[src/rtl/plic_pkg.sv]
// Shared types and helpers for the PLIC auto-claim sequencer.
// Latency: n/a (types and constant functions only).
// Backpressure: n/a.
package plic_pkg;

    typedef enum logic [1:0] {
        IDLE  = 2'd0,
        CLAIM = 2'd1,
        HOLD  = 2'd2
    } state_e;

    // Ring pointers carry one extra wrap bit so full and empty differ.
    function automatic int ptr_w(input int depth);
        return $clog2(depth) + 1;
    endfunction

endpackage

[src/rtl/plic_id_ring.sv]
// In-order store of claimed IDs with write, deliver and complete pointers.
// Latency: a pushed ID is visible on dlv_id_o the cycle after push_i.
// Backpressure: dlv side is valid/ready; dlv_id_o holds until accepted.
// Ports: push_i/push_id_i write a claimed ID; dlv_* deliver the oldest
//        undelivered ID; cmp_pop_i retires the oldest delivered ID and
//        cmp_id_o shows it; outstanding_o = pushed minus retired.
module plic_id_ring
    import plic_pkg::*;
#(
    parameter int  SRCW  = 5,
    parameter int  DEPTH = 4,
    localparam int PTR_W = ptr_w(DEPTH)
) (
    input  logic             clk_i,
    input  logic             rst_i,
    input  logic             push_i,
    input  logic [SRCW-1:0]  push_id_i,
    output logic             dlv_vld_o,
    output logic [SRCW-1:0]  dlv_id_o,
    input  logic             dlv_rdy_i,
    output logic             cmp_vld_o,
    output logic [SRCW-1:0]  cmp_id_o,
    input  logic             cmp_pop_i,
    output logic [PTR_W-1:0] outstanding_o
);

    localparam int IDX_W = PTR_W - 1;

    logic [SRCW-1:0]  ring_q [DEPTH];
    logic [SRCW-1:0]  ring_d [DEPTH];
    logic [PTR_W-1:0] wr_q, wr_d;
    logic [PTR_W-1:0] dlv_q, dlv_d;
    logic [PTR_W-1:0] cmp_q, cmp_d;
    logic             push_ok;
    logic             dlv_fire;
    logic             cmp_fire;

    assign outstanding_o = wr_q - cmp_q;
    assign dlv_vld_o     = (dlv_q != wr_q);
    assign dlv_id_o      = ring_q[dlv_q[IDX_W-1:0]];
    // Entries between cmp and dlv are accepted by the consumer but not yet completed.
    assign cmp_vld_o     = (cmp_q != dlv_q);
    assign cmp_id_o      = ring_q[cmp_q[IDX_W-1:0]];

    always_comb begin
        push_ok  = push_i && (outstanding_o != PTR_W'(DEPTH));
        dlv_fire = dlv_rdy_i && dlv_vld_o;
        cmp_fire = cmp_pop_i && cmp_vld_o;
        ring_d   = ring_q;
        if (push_ok) begin
            ring_d[wr_q[IDX_W-1:0]] = push_id_i;
        end
        wr_d  = wr_q  + PTR_W'(push_ok);
        dlv_d = dlv_q + PTR_W'(dlv_fire);
        cmp_d = cmp_q + PTR_W'(cmp_fire);
    end

    // Storage is cleared too so dlv_id_o reads 0 straight out of reset.
    always_ff @(posedge clk_i) begin
        if (rst_i) begin
            for (int i = 0; i < DEPTH; i++) begin
                ring_q[i] <= '0;
            end
            wr_q  <= '0;
            dlv_q <= '0;
            cmp_q <= '0;
        end else begin
            ring_q <= ring_d;
            wr_q   <= wr_d;
            dlv_q  <= dlv_d;
            cmp_q  <= cmp_d;
        end
    end

endmodule

[src/rtl/plic_claim_sequencer.sv]
// Auto-claim engine for one PLIC target: claims on eip, delivers IDs, writes completes.
// Latency: eip_i -> claim_re_o 1 cycle; claim -> irq_valid_o 1 cycle; done_i -> complete_we_o 1 cycle.
// Backpressure: irq valid/ready holds the ID; claims stall while DEPTH IDs are outstanding.
// Ports: clk_i/rst_i (sync, active-high); en_i/eip_i start claims; claim_re_o/claim_id_i
//        PLIC claim port; irq_valid_o/irq_id_o/irq_ready_i consumer handshake; done_i
//        consumer completion; complete_we_o/complete_id_o PLIC complete port;
//        outstanding_o, spurious_o, err_o status.
module plic_claim_sequencer
    import plic_pkg::*;
#(
    parameter int SRCW    = 5,
    parameter int DEPTH   = 4,
    parameter int HOLDOFF = 2,
    parameter int CNT_W   = 8
) (
    input  logic                       clk_i,
    input  logic                       rst_i,
    input  logic                       en_i,
    input  logic                       eip_i,
    output logic                       claim_re_o,
    input  logic [SRCW-1:0]            claim_id_i,
    output logic                       irq_valid_o,
    output logic [SRCW-1:0]            irq_id_o,
    input  logic                       irq_ready_i,
    input  logic                       done_i,
    output logic                       complete_we_o,
    output logic [SRCW-1:0]            complete_id_o,
    output logic [$clog2(DEPTH+1)-1:0] outstanding_o,
    output logic [CNT_W-1:0]           spurious_o,
    output logic                       err_o
);

    localparam int PTR_W     = ptr_w(DEPTH);
    localparam int HOLD_LAST = (HOLDOFF > 2) ? HOLDOFF - 2 : 0;
    localparam int HC_W      = (HOLDOFF > 2) ? $clog2(HOLDOFF - 1) : 1;

    state_e           state_q, state_d;
    logic [HC_W-1:0]  hold_cnt_q, hold_cnt_d;
    logic [CNT_W-1:0] spurious_q, spurious_d;
    logic             err_q, err_d;
    logic             complete_we_q, complete_we_d;
    logic [SRCW-1:0]  complete_id_q, complete_id_d;

    logic             push;
    logic             cmp_vld;
    logic [SRCW-1:0]  cmp_id;
    logic [PTR_W-1:0] ring_cnt;
    logic             ring_full;

    assign push      = claim_re_o && (claim_id_i != '0);
    assign ring_full = (ring_cnt == PTR_W'(DEPTH));

    plic_id_ring #(
        .SRCW  (SRCW),
        .DEPTH (DEPTH)
    ) u_ring (
        .clk_i         (clk_i),
        .rst_i         (rst_i),
        .push_i        (push),
        .push_id_i     (claim_id_i),
        .dlv_vld_o     (irq_valid_o),
        .dlv_id_o      (irq_id_o),
        .dlv_rdy_i     (irq_ready_i),
        .cmp_vld_o     (cmp_vld),
        .cmp_id_o      (cmp_id),
        .cmp_pop_i     (done_i),
        .outstanding_o (ring_cnt)
    );

    // State register plus status flops.
    always_ff @(posedge clk_i) begin
        if (rst_i) begin
            state_q       <= IDLE;
            hold_cnt_q    <= '0;
            spurious_q    <= '0;
            err_q         <= 1'b0;
            complete_we_q <= 1'b0;
            complete_id_q <= '0;
        end else begin
            state_q       <= state_d;
            hold_cnt_q    <= hold_cnt_d;
            spurious_q    <= spurious_d;
            err_q         <= err_d;
            complete_we_q <= complete_we_d;
            complete_id_q <= complete_id_d;
        end
    end

    // Next state. The IDLE cycle that samples eip_i is itself the last holdoff
    // cycle, so HOLD lasts HOLDOFF-1 cycles and claims are HOLDOFF+1 apart.
    always_comb begin
        state_d    = state_q;
        hold_cnt_d = hold_cnt_q;
        case (state_q)
            IDLE: begin
                if (en_i && eip_i && !ring_full) begin
                    state_d = CLAIM;
                end
            end
            CLAIM: begin
                hold_cnt_d = '0;
                state_d    = (HOLDOFF >= 2) ? HOLD : IDLE;
            end
            HOLD: begin
                if (hold_cnt_q == HC_W'(HOLD_LAST)) begin
                    state_d = IDLE;
                end else begin
                    hold_cnt_d = hold_cnt_q + 1'b1;
                end
            end
            default: state_d = IDLE;
        endcase
    end

    // FSM outputs: claim strobe comes straight from the state register.
    always_comb begin
        claim_re_o = (state_q == CLAIM);
    end

    // Completion, spurious counting and the sticky error flag.
    always_comb begin
        spurious_d    = spurious_q;
        if (claim_re_o && (claim_id_i == '0) && (spurious_q != '1)) begin
            spurious_d = spurious_q + 1'b1;
        end
        complete_we_d = done_i && cmp_vld;
        complete_id_d = complete_we_d ? cmp_id : complete_id_q;
        err_d         = err_q || (done_i && !cmp_vld);
    end

    assign complete_we_o = complete_we_q;
    assign complete_id_o = complete_id_q;
    assign outstanding_o = ring_cnt;
    assign spurious_o    = spurious_q;
    assign err_o         = err_q;

endmodule
[config.mk]
export PLATFORM = sky130hd
export DESIGN_NAME = plic_claim_sequencer
export DESIGN_NICKNAME = d
export VERILOG_FILES = /design/src/rtl/plic_pkg.sv /design/src/rtl/plic_id_ring.sv /design/src/rtl/plic_claim_sequencer.sv
export SDC_FILE = /design/constraint.sdc
export NUM_CORES = 1
export LEC_CHECK = 0
export BUFFER_PORTS_ARGS = -buffer_cell sky130_fd_sc_hd__buf_2
export CAP_MARGIN = 5
export CORE_ASPECT_RATIO = 2
export CORE_MARGIN = 4
export CORE_UTILIZATION = 55
export CTS_BUF_LIST = sky130_fd_sc_hd__clkbuf_4
export CTS_CLUSTER_SIZE = 14
export DETAILED_ROUTE_END_ITERATION = 8
export GPL_ROUTABILITY_DRIVEN = 0
export PLACE_DENSITY_LB_ADDON = 0.05
export SLEW_MARGIN = 15
export SYNTH_ARGS = -nofsm -noshare
export SYNTH_HDL_FRONTEND = slang
export SYNTH_SLANG_ARGS = --single-unit
[constraint.sdc]
create_clock -name clk_i -period 2.9 [get_ports clk_i]
set_input_delay 0.58 -clock clk_i [delete_from_list [all_inputs] [get_ports clk_i]]
set_output_delay 0.58 -clock clk_i [all_outputs]
set_load 0.005 [all_outputs]
==> results.json <==
{
  "synth_edf_count": 0,
  "yosys_warnings": 0,
  "die_w_um": 52.8,
  "fp-row-count": 32,
  "drc": 0,
  "fin_crit_sh_pct": 84.9,
  "ff2ff_setup_slack_ns": 0.44,
  "die_h_um": 97.6,
  "seqPwrFrac_pct": 58.3,
  "leakage_nw": 1.16,
  "wl_per_cell_um": 15.6,
  "numCtsBuffers": 5,
  "maxCapViolations": 0,
  "synth_area_leaders": "dfxtp_1 42%, mux2i_1 12%, mux4_2 10%",
  "synth_cells": 212,
  "max_freq_mhz": 406,
  "hold_viol": 0,
  "synth_commonest_cells": "46 x dfxtp_1, 28 x nand2_1, 27 x mux2i_1",
  "antennaDiodeCount": 0,
  "grt_pass1_vias": 1723,
  "ys_ff_latch": 46,
  "final_area_sq_um": 2480,
  "ff2ff_path_depth": 7,
  "core_area_sq_um": 3880,
  "drv_slew": 0,
  "p_int_mw": 0.842,
  "ios": 36,
  "fin_skew_ns": 0.00272,
  "r2r_start": "u_ring.wr_q[0]",
  "root_buffer": "clkbuf_4",
  "synth_seq_area_share_pct": 41.7,
  "critPathKind": "flip-flop to flip-flop",
  "clk_path_buf_depth": 2,
  "antenna_found_initial": 0,
  "post_cts_buffers": 0,
  "synth.distinct_cells": 37,
  "fin_util_pct": 63.8,
  "worst_path_max_delay_cell": "nand4_1",
  "hold_start": "eip_i",
  "slew_headroom_pct": 41.9,
  "start_util_pct": 56.9,
  "drtIter0Drc": 33,
  "via_count": 1682,
  "rsz0062_at_grt": "no",
  "antenna_left": 0,
  "nNetsFinal": 265,
  "drive_gt1_share_pct": 23.6,
  "vdd_drop_max_v": 0.000461,
  "tns_ns": 0,
  "p_sw_mw": 0.303,
  "finalPower_mw": 1.15,
  "clkSinkCount": 46,
  "nFillCells": 360,
  "avgSynthCellArea_sq_um": 10.4,
  "p_clk_share_pct": 25.4,
  "cts_resized": 0,
  "synth_area_sq_um": 2210,
  "synthFlopType": "dfxtp_1",
  "switching_share_pct": 26.5,
  "cp.arrival_ns": 2.74,
  "synth.most_common_cell": "dfxtp_1",
  "routed_wl_um": 4630,
  "status": "complete, no violations",
  "cts_tree": "yes",
  "slowest_delay_ns": 0.44,
  "period_minus_slack_ns": 2.46,
  "path_cells": "inv_1 -> ha_1 -> fa_1 -> xor3_1 -> a2bb2oi_1 -> nand4_1 -> mux2i_1",
  "htree_levels": 2,
  "grt_pass1_wl_um": 7780,
  "startpoint": "u_ring.wr_q[0]",
  "hold_path_class": "primary input to flip-flop",
  "comb_power_share_pct": 16.3,
  "clk_latency_ns": 0.34,
  "hpwl_um": 3630,
  "syn_to_final_growth_pct": 12.1,
  "tightest_slew_ns": 0.871,
  "holdBufCountCts": 0,
  "overflow": 0,
  "end_kind": "flip-flop",
  "synth_top_area_share_pct": 41.7,
  "dr.pass1.iters": 4,
  "clkTransAtPathRegs_ns": 0.12,
  "async_flop_share_pct": 0,
  "setup_viol": 0,
  "crit_fanout": 5,
  "grt_max_degree": 31,
  "syn_nets": 232,
  "grt.total_usage_pct": 19.9,
  "avgViaCountPerCell": 5.66,
  "placedInstanceArea_sq_um": 2420,
  "yosysTopAreaCell": "dfxtp_1",
  "port_buffers": 35,
  "whs_path_depth": 3,
  "required_ns": 3.18,
  "startpoint_type": "flip-flop",
  "power_density_nw_per_um2": 462,
  "die_area_sq_um": 5150
}
-- worst max-delay path: cells and delay by family, from the launching register on --
family	cells	cell delay (ns)
AO/OA/AOI/OAI	1	0.33
XOR/XNOR	1	0.24
adder cells (fa/ha/maj)	2	0.56
buffers and inverters	1	0.10
flip-flops	1	0.43
multiplexers	1	0.28
AND/OR/NAND/NOR	1	0.44
-- kinds of logic after synthesis --
kind of cell | count (synthesis) | synth area share, %
DFF | 46 | 41.7
AOI/OAI and AO/OA | 15 | 5.67
and+or+nand+nor | 75 | 16.3
xor gates and xnor gates | 10 | 4.65
buffers and inverters | 19 | 3.34
adders and majority gates | 9 | 5.44
muxes | 38 | 22.9
-- layout make-up --
type	count	area [sq um]	share of cell area [%]
Inverter	7	26.3	1.06
Tap cell	51	63.8	2.58
Clock inverter	2	8.76	0.354
Clock buffer	6	45.0	1.82
Multi-Input combinational cell	147	1210	49.0
Timing Repair Buffer	38	198	7.98
Sequential cell	46	921	37.2
-- layer usage --
metal  GRT usage (%)  up-vias  routed length, um
li1                -      809                  -
met5               0        -                  0
met2            36.1       49               2610
met3            3.38        9                169
met4            7.87        0                102
met1            21.4      815               1750
-- power by group through the flow --
stage / registers [mW] / clock network [mW] / logic, mW
after floorplan: 0.672 / 0 / 0.135
after global placement: 0.681 / 0 / 0.183
after detailed placement: 0.682 / 0 / 0.189
after CTS: 0.668 / 0.301 / 0.190
after global routing: 0.671 / 0.323 / 0.210
final: 0.668 / 0.291 / 0.186
-- sequential cells by signal, indices dropped and copies added (netlist names) --
signal	flops
complete_we_o	1
err_o	1
state_q	2
u_ring.cmp_q	3
complete_id_o	5
u_ring.ring_q	20
u_ring.wr_q	3
u_ring.dlv_q	3
spurious_o	8
-- cell usage in the layout (no fill, tap or decap), types with 5 or more instances in the layout --
master,count
clkbuf_4,6
inv_1,6
nor2b_1,7
ha_1,8
buf_2,35
xnor2_1,6
mux4_2,10
nand3_1,5
dfxtp_1,46
nor2_1,15
nand2_1,28
mux2i_1,27
-- through the flow --
step / hold slack (ns) / worst slack (ns) / instances
finish: 0.463 / 0.439 / 297
global route: 0.459 / 0.265 / 297
CTS: 0.448 / 0.430 / 297
detailed placement: 0.465 / 0.472 / 289
global placement: 0.447 / 0.520 / 289
floorplan: 0.441 / 0.647 / 212
-- worst paths after layout --
kind,endpoint
worst min register to register,u_ring.ring_q[2]
worst max-delay path,u_ring.ring_q[13]
worst max register to register,u_ring.ring_q[13]
worst min-delay path,state_q[0]
(Power assumes the default switching activity.)
